[src/rtl/ps2_keymap.sv]
// ps2_keymap
// ----------
// Turns the byte stream from a PS/2 receiver (scan-code set 2) into per-key
// held / pressed / released flags for a configurable table of keys.
//
// Handshake: `done` is a one-cycle valid strobe that qualifies `data`.
// There is no ready signal. Every strobed byte is consumed in the cycle
// it is presented, and back-to-back strobes are accepted.
//
// Parameters
//   NUM_KEYS        number of decoded keys (1..32)
//   KEY_CODES       packed table, entry i = KEY_CODES[9*i +: 9];
//                   bit 8 = E0-extended flag, bits 7:0 = make code
//   TIMEOUT_CYCLES  cycles a pending prefix may wait for its next byte (>=2)
//
// Ports
//   clk          system clock
//   rst          synchronous reset, active-high
//   done         byte-valid strobe
//   data         received byte
//   key_down     level, bit i = key i held
//   key_press    one-cycle pulse when key i goes down
//   key_release  one-cycle pulse when key i goes up
//   any_down     OR of key_down
//   busy         a prefix (E0 and/or F0) is pending
module ps2_keymap #(
    parameter int                      NUM_KEYS       = 5,
    parameter logic [9*NUM_KEYS-1:0]   KEY_CODES      = {9'h029, 9'h01B, 9'h023, 9'h01D, 9'h01C},
    parameter int                      TIMEOUT_CYCLES = 2_000_000
) (
    input  logic                clk,
    input  logic                rst,
    input  logic                done,
    input  logic [7:0]          data,
    output logic [NUM_KEYS-1:0] key_down,
    output logic [NUM_KEYS-1:0] key_press,
    output logic [NUM_KEYS-1:0] key_release,
    output logic                any_down,
    output logic                busy
);

    localparam int CNT_W = $clog2(TIMEOUT_CYCLES + 1);
    // The prefix is dropped on the edge where the counter would reach
    // TIMEOUT_CYCLES, so compare against one less than that.
    localparam logic [CNT_W-1:0] CNT_LAST = CNT_W'(TIMEOUT_CYCLES - 1);

    // Bit 0 = E0 seen, bit 1 = F0 seen; the two flags are read directly
    // when a code completes.
    typedef enum logic [1:0] {
        IDLE    = 2'b00,
        EXT     = 2'b01,
        BRK     = 2'b10,
        EXT_BRK = 2'b11
    } state_t;

    state_t               state_q, state_d;
    logic [CNT_W-1:0]     cnt_q, cnt_d;
    logic [NUM_KEYS-1:0]  key_down_q, key_down_d;
    logic [NUM_KEYS-1:0]  key_press_q, key_press_d;
    logic [NUM_KEYS-1:0]  key_release_q, key_release_d;

    logic is_flush;
    logic is_ignore;
    logic code_ext;
    logic code_brk;

    // Overrun / BAT-ok / BAT-fail / error: the keyboard state is unknown.
    assign is_flush  = (data == 8'h00) || (data == 8'hAA) ||
                       (data == 8'hFC) || (data == 8'hFF);
    // Echo / ack / resend replies carry no key information.
    assign is_ignore = (data == 8'hEE) || (data == 8'hFA) || (data == 8'hFE);

    assign code_ext = state_q[0];
    assign code_brk = state_q[1];

    always_comb begin
        state_d       = state_q;
        cnt_d         = cnt_q;
        key_down_d    = key_down_q;
        key_press_d   = '0;
        key_release_d = '0;

        if (done) begin
            cnt_d = '0;
            if (data == 8'hE0) begin
                state_d = state_t'({state_q[1], 1'b1});
            end else if (data == 8'hF0) begin
                state_d = state_t'({1'b1, state_q[0]});
            end else if (is_flush) begin
                key_release_d = key_down_q;
                key_down_d    = '0;
                state_d       = IDLE;
            end else if (is_ignore) begin
                state_d = state_q;
            end else begin
                state_d = IDLE;
                // Every matching entry updates, so duplicated codes drive
                // several bits at once.
                for (int i = 0; i < NUM_KEYS; i++) begin
                    if (KEY_CODES[9*i +: 9] == {code_ext, data}) begin
                        if (code_brk) begin
                            key_down_d[i]    = 1'b0;
                            key_release_d[i] = key_down_q[i];
                        end else begin
                            key_down_d[i]  = 1'b1;
                            key_press_d[i] = ~key_down_q[i];
                        end
                    end
                end
            end
        end else if (state_q != IDLE) begin
            if (cnt_q == CNT_LAST) begin
                state_d = IDLE;
                cnt_d   = '0;
            end else begin
                cnt_d = cnt_q + CNT_W'(1);
            end
        end
    end

    always_ff @(posedge clk) begin
        if (rst) begin
            state_q       <= IDLE;
            cnt_q         <= '0;
            key_down_q    <= '0;
            key_press_q   <= '0;
            key_release_q <= '0;
        end else begin
            state_q       <= state_d;
            cnt_q         <= cnt_d;
            key_down_q    <= key_down_d;
            key_press_q   <= key_press_d;
            key_release_q <= key_release_d;
        end
    end

    assign key_down    = key_down_q;
    assign key_press   = key_press_q;
    assign key_release = key_release_q;
    assign any_down    = |key_down_q;
    assign busy        = (state_q != IDLE);

endmodule

[config.mk]
export PLATFORM = sky130hd
export DESIGN_NAME = ps2_keymap
export DESIGN_NICKNAME = d
export VERILOG_FILES = /design/src/rtl/ps2_keymap.sv
export SDC_FILE = /design/constraint.sdc
export NUM_CORES = 1
export LEC_CHECK = 0
export BUFFER_PORTS_ARGS = -buffer_cell sky130_fd_sc_hd__clkbuf_2
export CORE_MARGIN = 10
export CORE_UTILIZATION = 45
export DETAILED_ROUTE_END_ITERATION = 10
export PLACE_DENSITY = 0.76
export REMOVE_ABC_BUFFERS = 1
export SLEW_MARGIN = 40
export SYNTH_ARGS = -nofsm -noshare
export SYNTH_HDL_FRONTEND = slang
export SYNTH_SLANG_ARGS = --single-unit
export TNS_END_PERCENT = 10
[constraint.sdc]
create_clock -name clk -period 1.71 [get_ports clk]
set_input_delay 0.342 -clock clk [delete_from_list [all_inputs] [get_ports clk]]
set_output_delay 0.342 -clock clk [all_outputs]
set_load 0.02 [all_outputs]
======== After elaboration in Yosys (flattened, before gate mapping) ========
Cells that the tools add are included.
storage, ports and cells
  register bits ........................... 38
  logic and storage cells ................. 104
  input port bits ......................... 11
  output and inout bits ................... 17
cells by class
  equal/unequal tests ..................... 19
  reduce and logical (&&, ||, !) cells .... 29
  add/sub/neg operators ................... 1
  bitwise logic cells ..................... 13
  multiplexer cells ....................... 28
operators by type and width
  cell                   count
  $eq 8x8->1 const B     8
  $reduce_or 8->1        5
  $eq 5x9->1 const A     3
  $reduce_and 5->1       5
  $add 21x1->21 const B  1
  $eq 21x21->1 const B   1
  $mux 21                1
  $mux 5                 4
  $eq 6x9->1 const A     2
  $mux 1                 16
  $reduce_bool 2->1      8
  $mux 2                 7
  $not 1->1              13
  $logic_not 8->1        1
  $ne 4x3->1 const B     2
  $reduce_and 4->1       2
  $logic_or 1x1->1       5
  $reduce_or 5->1        1
  $ne 2x2->1 const B     2
  $reduce_or 4->1        1
  $ne 3x3->1 const B     1
  $reduce_or 2->1        1

======== Logic depth before layout (Yosys ltp) ========
  depth in word-level cells ............... 8
  mapped depth ............................ 6
  mapped depth without buffers ............ 5

======== Least setup slack after synthesis ========
Ideal clock, no wire load.
  kind .................................... reg-to-reg
  start point ............................. register cnt_q[0]
  end point ............................... register cnt_q[0]
  period minus slack after synthesis ...... 1.691 ns
  setup time .............................. 0.115 ns
  cell stages (with the launch flop) ...... 7
  buffers on the path ..................... 1
  setup slack ............................. 0.019 ns
  arrival ................................. 1.575 ns
  data required time ...................... 1.595 ns
  cells stage by stage .................... dfxtp_1 > ha_1 > nand2_1 > or3_4 > o21ai_2 > buf_4 > nor2_1
between the ends
  cells in the longest elaborated chain, start to end .. 2
  elaborated cells on any way between the ends .. 3
  those cells by class .................... 1 x add/sub; 1 x eq/ne; 1 x mux
ends and longest elaborated chain
  item                                                  line      source
  start: declaration                                    57        logic [CNT_W-1:0] cnt_q, cnt_d;
  start signal: assignment                              130       cnt_q <= cnt_d;
  $add 21x1->21 / $eq 21x21->1 (equally long branches)  116, 112
  $mux 21 *                                             112       if (cnt_q == CNT_LAST) begin
Mark *: on every way between the ends. The rest lies on a longest branch, timed or not.
A chain may end at the register's enable or synchronous reset.

======== Worst setup path in the final report ========
  start point ............................. register state_q[1]
  end point ............................... output busy
between the ends
  cells in the longest elaborated chain, start to end .. 1
ends and longest elaborated chain
  item                      line  source
  start: declaration        56    state_t state_q, state_d;
  start signal: assignment  129   state_q <= state_d;
  $reduce_bool 2->1         141   assign busy = (state_q != IDLE);
  end: declaration          39    output logic busy
Every way passes these cells.

==> flow_results.xml <==
<?xml version="1.0" encoding="UTF-8"?>
<metrics>
  <group name="run_status">
    <metric name="run_status" unit="">completed</metric>
  </group>
  <group name="finish">
    <metric name="area_grow_syn2layout" unit="%">23.7</metric>
    <metric name="postLayoutCellArea" unit="um^2">2390</metric>
    <metric name="layout.nets" unit="">283</metric>
    <metric name="insertedDiodeCount" unit="">0</metric>
    <metric name="layout-drive-gt1-share" unit="%">30.5</metric>
  </group>
  <group name="timing">
    <metric name="post-route-period-util" unit="%">95.4</metric>
    <metric name="clock_tree_skew_after_final_layout" unit="ns">0.00452</metric>
    <metric name="slew_at_the_pin_closest_to_its_max_slew_limit" unit="ns">0.461</metric>
    <metric name="final-max-slew-violation-count" unit="">0</metric>
    <metric name="timing.final.ws_setup" unit="ns">0.0793</metric>
    <metric name="hold_viol" unit="">0</metric>
    <metric name="fin_tns_setup" unit="ns">0</metric>
    <metric name="rsz_0062_raised_after_global_routing" unit="">no</metric>
    <metric name="maxClockFrequency" unit="MHz">613</metric>
    <metric name="post-route-min-period" unit="ns">1.63</metric>
    <metric name="holdWs" unit="ns">0.302</metric>
    <metric name="setup_viol" unit="">0</metric>
    <metric name="max_slew_margin" unit="%">68.9</metric>
  </group>
  <group name="critical_path">
    <metric name="critical_path.n_buffers_inverters" unit="">2</metric>
    <metric name="crit_family" unit="">simple AND/OR/NAND/NOR gates</metric>
    <metric name="critPathMaxStageDelay" unit="ns">0.35</metric>
    <metric name="worstReg2RegStart" unit="">cnt_q[13]</metric>
    <metric name="rrSetupSlack" unit="ns">0.10</metric>
    <metric name="crit_fanout" unit="">5</metric>
    <metric name="endpoint_kind" unit="">primary output</metric>
    <metric name="startpoint_type" unit="">register</metric>
    <metric name="worstPathCellList" unit="">buf_4 &gt; or2_2 &gt; clkbuf_2</metric>
    <metric name="crit-reg2reg-capture" unit="">cnt_q[18]</metric>
    <metric name="path_class" unit="">register to primary output</metric>
    <metric name="ff2ff_path_depth" unit="">4</metric>
    <metric name="critical_path_arrival" unit="ns">1.29</metric>
    <metric name="startpoint" unit="">state_q[1]</metric>
    <metric name="cell_with_the_biggest_individual_delay_on_the_critical_path" unit="">or2_2</metric>
    <metric name="worst-endpoint-required" unit="ns">1.37</metric>
  </group>
  <group name="grt">
    <metric name="grt_antenna_before_repair" unit="">0</metric>
    <metric name="global_route_wire_length_before_repair" unit="um">8100</metric>
    <metric name="grt.overflow.total" unit="">0</metric>
    <metric name="number_of_global_route_vias_before_repair" unit="">1792</metric>
    <metric name="global_route.usage.total" unit="%">13.2</metric>
    <metric name="grt_start_max_net_pins" unit="">12</metric>
  </group>
  <group name="clock_network">
    <metric name="clk-insertion-delay-late" unit="ns">0.29</metric>
    <metric name="cts-hold-fix-buffers" unit="">0</metric>
    <metric name="clock-root-buffer" unit="">clkbuf_8</metric>
    <metric name="clk_pin_slew_worst_paths" unit="ns">0.08</metric>
    <metric name="tritoncts" unit="">built</metric>
    <metric name="cts_buffers" unit="">5</metric>
    <metric name="cts_buffer_depth" unit="">2</metric>
    <metric name="h_tree_levels" unit="">2</metric>
    <metric name="numClockSinks" unit="">38</metric>
    <metric name="postCtsSetupRepairBufs" unit="">0</metric>
    <metric name="postCtsResizedCells" unit="">0</metric>
  </group>
  <group name="place">
    <metric name="dpl_worst_slack" unit="ns">-0.0330</metric>
    <metric name="place_congestion" unit="">0.811</metric>
    <metric name="detailed_place_hpwl" unit="um">3510</metric>
    <metric name="port-buffer-count" unit="">27</metric>
    <metric name="placed_cell_area" unit="um^2">2290</metric>
  </group>
  <group name="detailed_routing">
    <metric name="route.vias.total" unit="">1840</metric>
    <metric name="first_iteration_detailed_routing_drc_count" unit="">97</metric>
    <metric name="drt-total-wl" unit="um">4730</metric>
    <metric name="detailedRoute.firstPassIterationCount" unit="">5</metric>
    <metric name="detail_route.drc_violations" unit="">0</metric>
    <metric name="avgViaCountPerCell" unit="">5.71</metric>
    <metric name="post_drt_wl_per_cell" unit="um">14.7</metric>
    <metric name="number_of_nets_with_antenna_violations_after_detailed_routing" unit="">0</metric>
  </group>
  <group name="pwr">
    <metric name="totalPowerFinal" unit="W">0.00164</metric>
    <metric name="power.density" unit="nW/um^2">687</metric>
    <metric name="irDropWorstVdd" unit="uV">329</metric>
    <metric name="leakagePower" unit="nW">0.896</metric>
  </group>
  <group name="floorplan">
    <metric name="die_w" unit="um">85.5</metric>
    <metric name="pin_count" unit="">28</metric>
    <metric name="die_area" unit="um^2">7310</metric>
    <metric name="placementRows" unit="">23</metric>
    <metric name="core_area" unit="um^2">4090</metric>
    <metric name="dieHeight" unit="um">85.5</metric>
    <metric name="effective_utilization_at_floorplan" unit="%">47.2</metric>
  </group>
  <group name="synthesis">
    <metric name="syn-mean-instance-area" unit="um^2">8.89</metric>
    <metric name="ys_seq_area_share" unit="%">39.4</metric>
    <metric name="synth.ff_latch_count" unit="">38</metric>
    <metric name="synth_async_sr_flop_share" unit="%">0</metric>
    <metric name="netlist_area" unit="um^2">1930</metric>
    <metric name="synth_cells" unit="">217</metric>
    <metric name="number_of_distinct_library_cells_after_synthesis" unit="">53</metric>
    <metric name="ys_warn_count" unit="">0</metric>
    <metric name="synth-edff-count" unit="">0</metric>
    <metric name="yosys_most_used_dff" unit="">dfxtp_1</metric>
  </group>
  <group name="hold_path">
    <metric name="hold_path_depth" unit="">2</metric>
    <metric name="worstHoldStart" unit="">rst</metric>
    <metric name="holdPathEnd" unit="">cnt_q[16]</metric>
    <metric name="holdCritPathClass" unit="">input pin to register</metric>
  </group>
  <group name="flow_run">
    <metric name="max_cap_viol_count" unit="">0</metric>
  </group>
</metrics>
==> where the power goes <==
group          internal (W)  switching (W)  total, W
clock network      0.000325       0.000320  0.000645
logic             0.0000454      0.0000643  0.000110
registers          0.000885     0.00000121  0.000886
total               0.00126       0.000385   0.00164
==> cell usage after synthesis, types with 2 or more instances <==
master / number / area (um^2)
nand4_1: 8 / 50.1
xnor2_1: 6 / 52.6
nor4_1: 4 / 25.0
nand2_1: 15 / 56.3
nor4bb_1: 3 / 30.0
a221o_1: 5 / 50.1
a21oi_1: 12 / 60.1
mux2i_1: 2 / 20.0
nand4b_1: 2 / 17.5
inv_1: 2 / 7.51
xor2_1: 8 / 70.1
and3_1: 2 / 12.5
and2_1: 6 / 37.5
clkbuf_1: 3 / 11.3
and4b_1: 2 / 20.0
dfxtp_1: 38 / 761
or3_1: 2 / 12.5
nor3_1: 17 / 85.1
o22ai_1: 3 / 18.8
or3_4: 2 / 22.5
buf_2: 3 / 15.0
o31ai_1: 2 / 15.0
nand3_1: 13 / 65.1
or4_1: 4 / 30.0
nor2_1: 19 / 71.3
buf_4: 2 / 15.0
or2_2: 6 / 37.5
==> layout by cell type (no fill, tap or decap), drive strengths merged, types with 2 or more instances in the layout <==
master,synthesis,layout
clkbuf,3,34
or3,4,4
nand4b,2,2
inv,2,2
nand4,9,9
xnor2,6,6
and4,3,3
nor3,18,18
nor2,19,19
or2,6,6
xor2,8,8
dfxtp,38,38
o21ai,2,2
and2,6,6
mux2i,2,2
or4,5,5
a221o,5,5
nor4,4,4
a21oi,14,14
nor4bb,3,3
o31ai,2,2
o22ai,3,3
and4b,2,2
nand3,13,13
nand2,15,15
and3,2,2
buf,6,29
==> cell type report <==
class                   instances  area [um^2]
fillers                       385         1700
well taps                      50         62.6
multi-input cells             168         1110
clock inverters                 1         5.00
inverters                       2         7.51
repair buffers                 56          353
clock buffers                   7         86.3
flip-flops and latches         38          762
==> metrics by stage <==
step	util [%]	instances
finish	58.4	322
global route	58.4	322
CTS	58.3	322
detailed placement	56.1	314
global placement	56.1	314
floorplan	-	208
==> sequential cells by signal, indices dropped and copies added (netlist names) <==
register,cells
key_down,5
key_press,5
cnt_q,21
key_release,5
state_q,2
==> worst register-to-register path, stage by stage (launching register included) <==
cell and delay, ns:
dfxtp_1 0.38, and4_2 0.33, nand4_4 0.16, or4b_1 0.53
a21oi_1 0.15
==> how the worst max path moves through the flow <==
| stage | cells past startpoint | to | slack [ns] |
|---|---|---|---|
| final | 3 | busy | 0.08 |
| after global routing | 5 | cnt_q[0] | 0.008 |
| after CTS | 5 | cnt_q[5] | 0.002 |
| after detailed placement | 6 | key_down[2] | -0.03 |
| after global placement | 6 | key_down[2] | -0.001 |
| after floorplan | 5 | cnt_q[0] | -0.002 |
==> cell families after synthesis <==
family                   after synthesis  synth area share (%)
flip-flops                            38                  39.4
multiplexers                           2                  1.04
adder cells (fa/ha/maj)                1                 0.648
XOR/XNOR                              14                  6.36
AO/OA/AOI/OAI                         34                  13.2
buffers and inverters                 11                  3.11
AND/OR/NAND/NOR                      117                  36.2
==> metal layers <==
layer | global-route usage [%] | vias to the layer above | wire length [um]
met4 | 5.39 | 0 | 77
met1 | 15.6 | 866 | 2070
met3 | 4.40 | 8 | 311
li1 | - | 920 | -
met2 | 21.3 | 46 | 2270
met5 | 0 | - | 0
(Power assumes the default switching activity.)
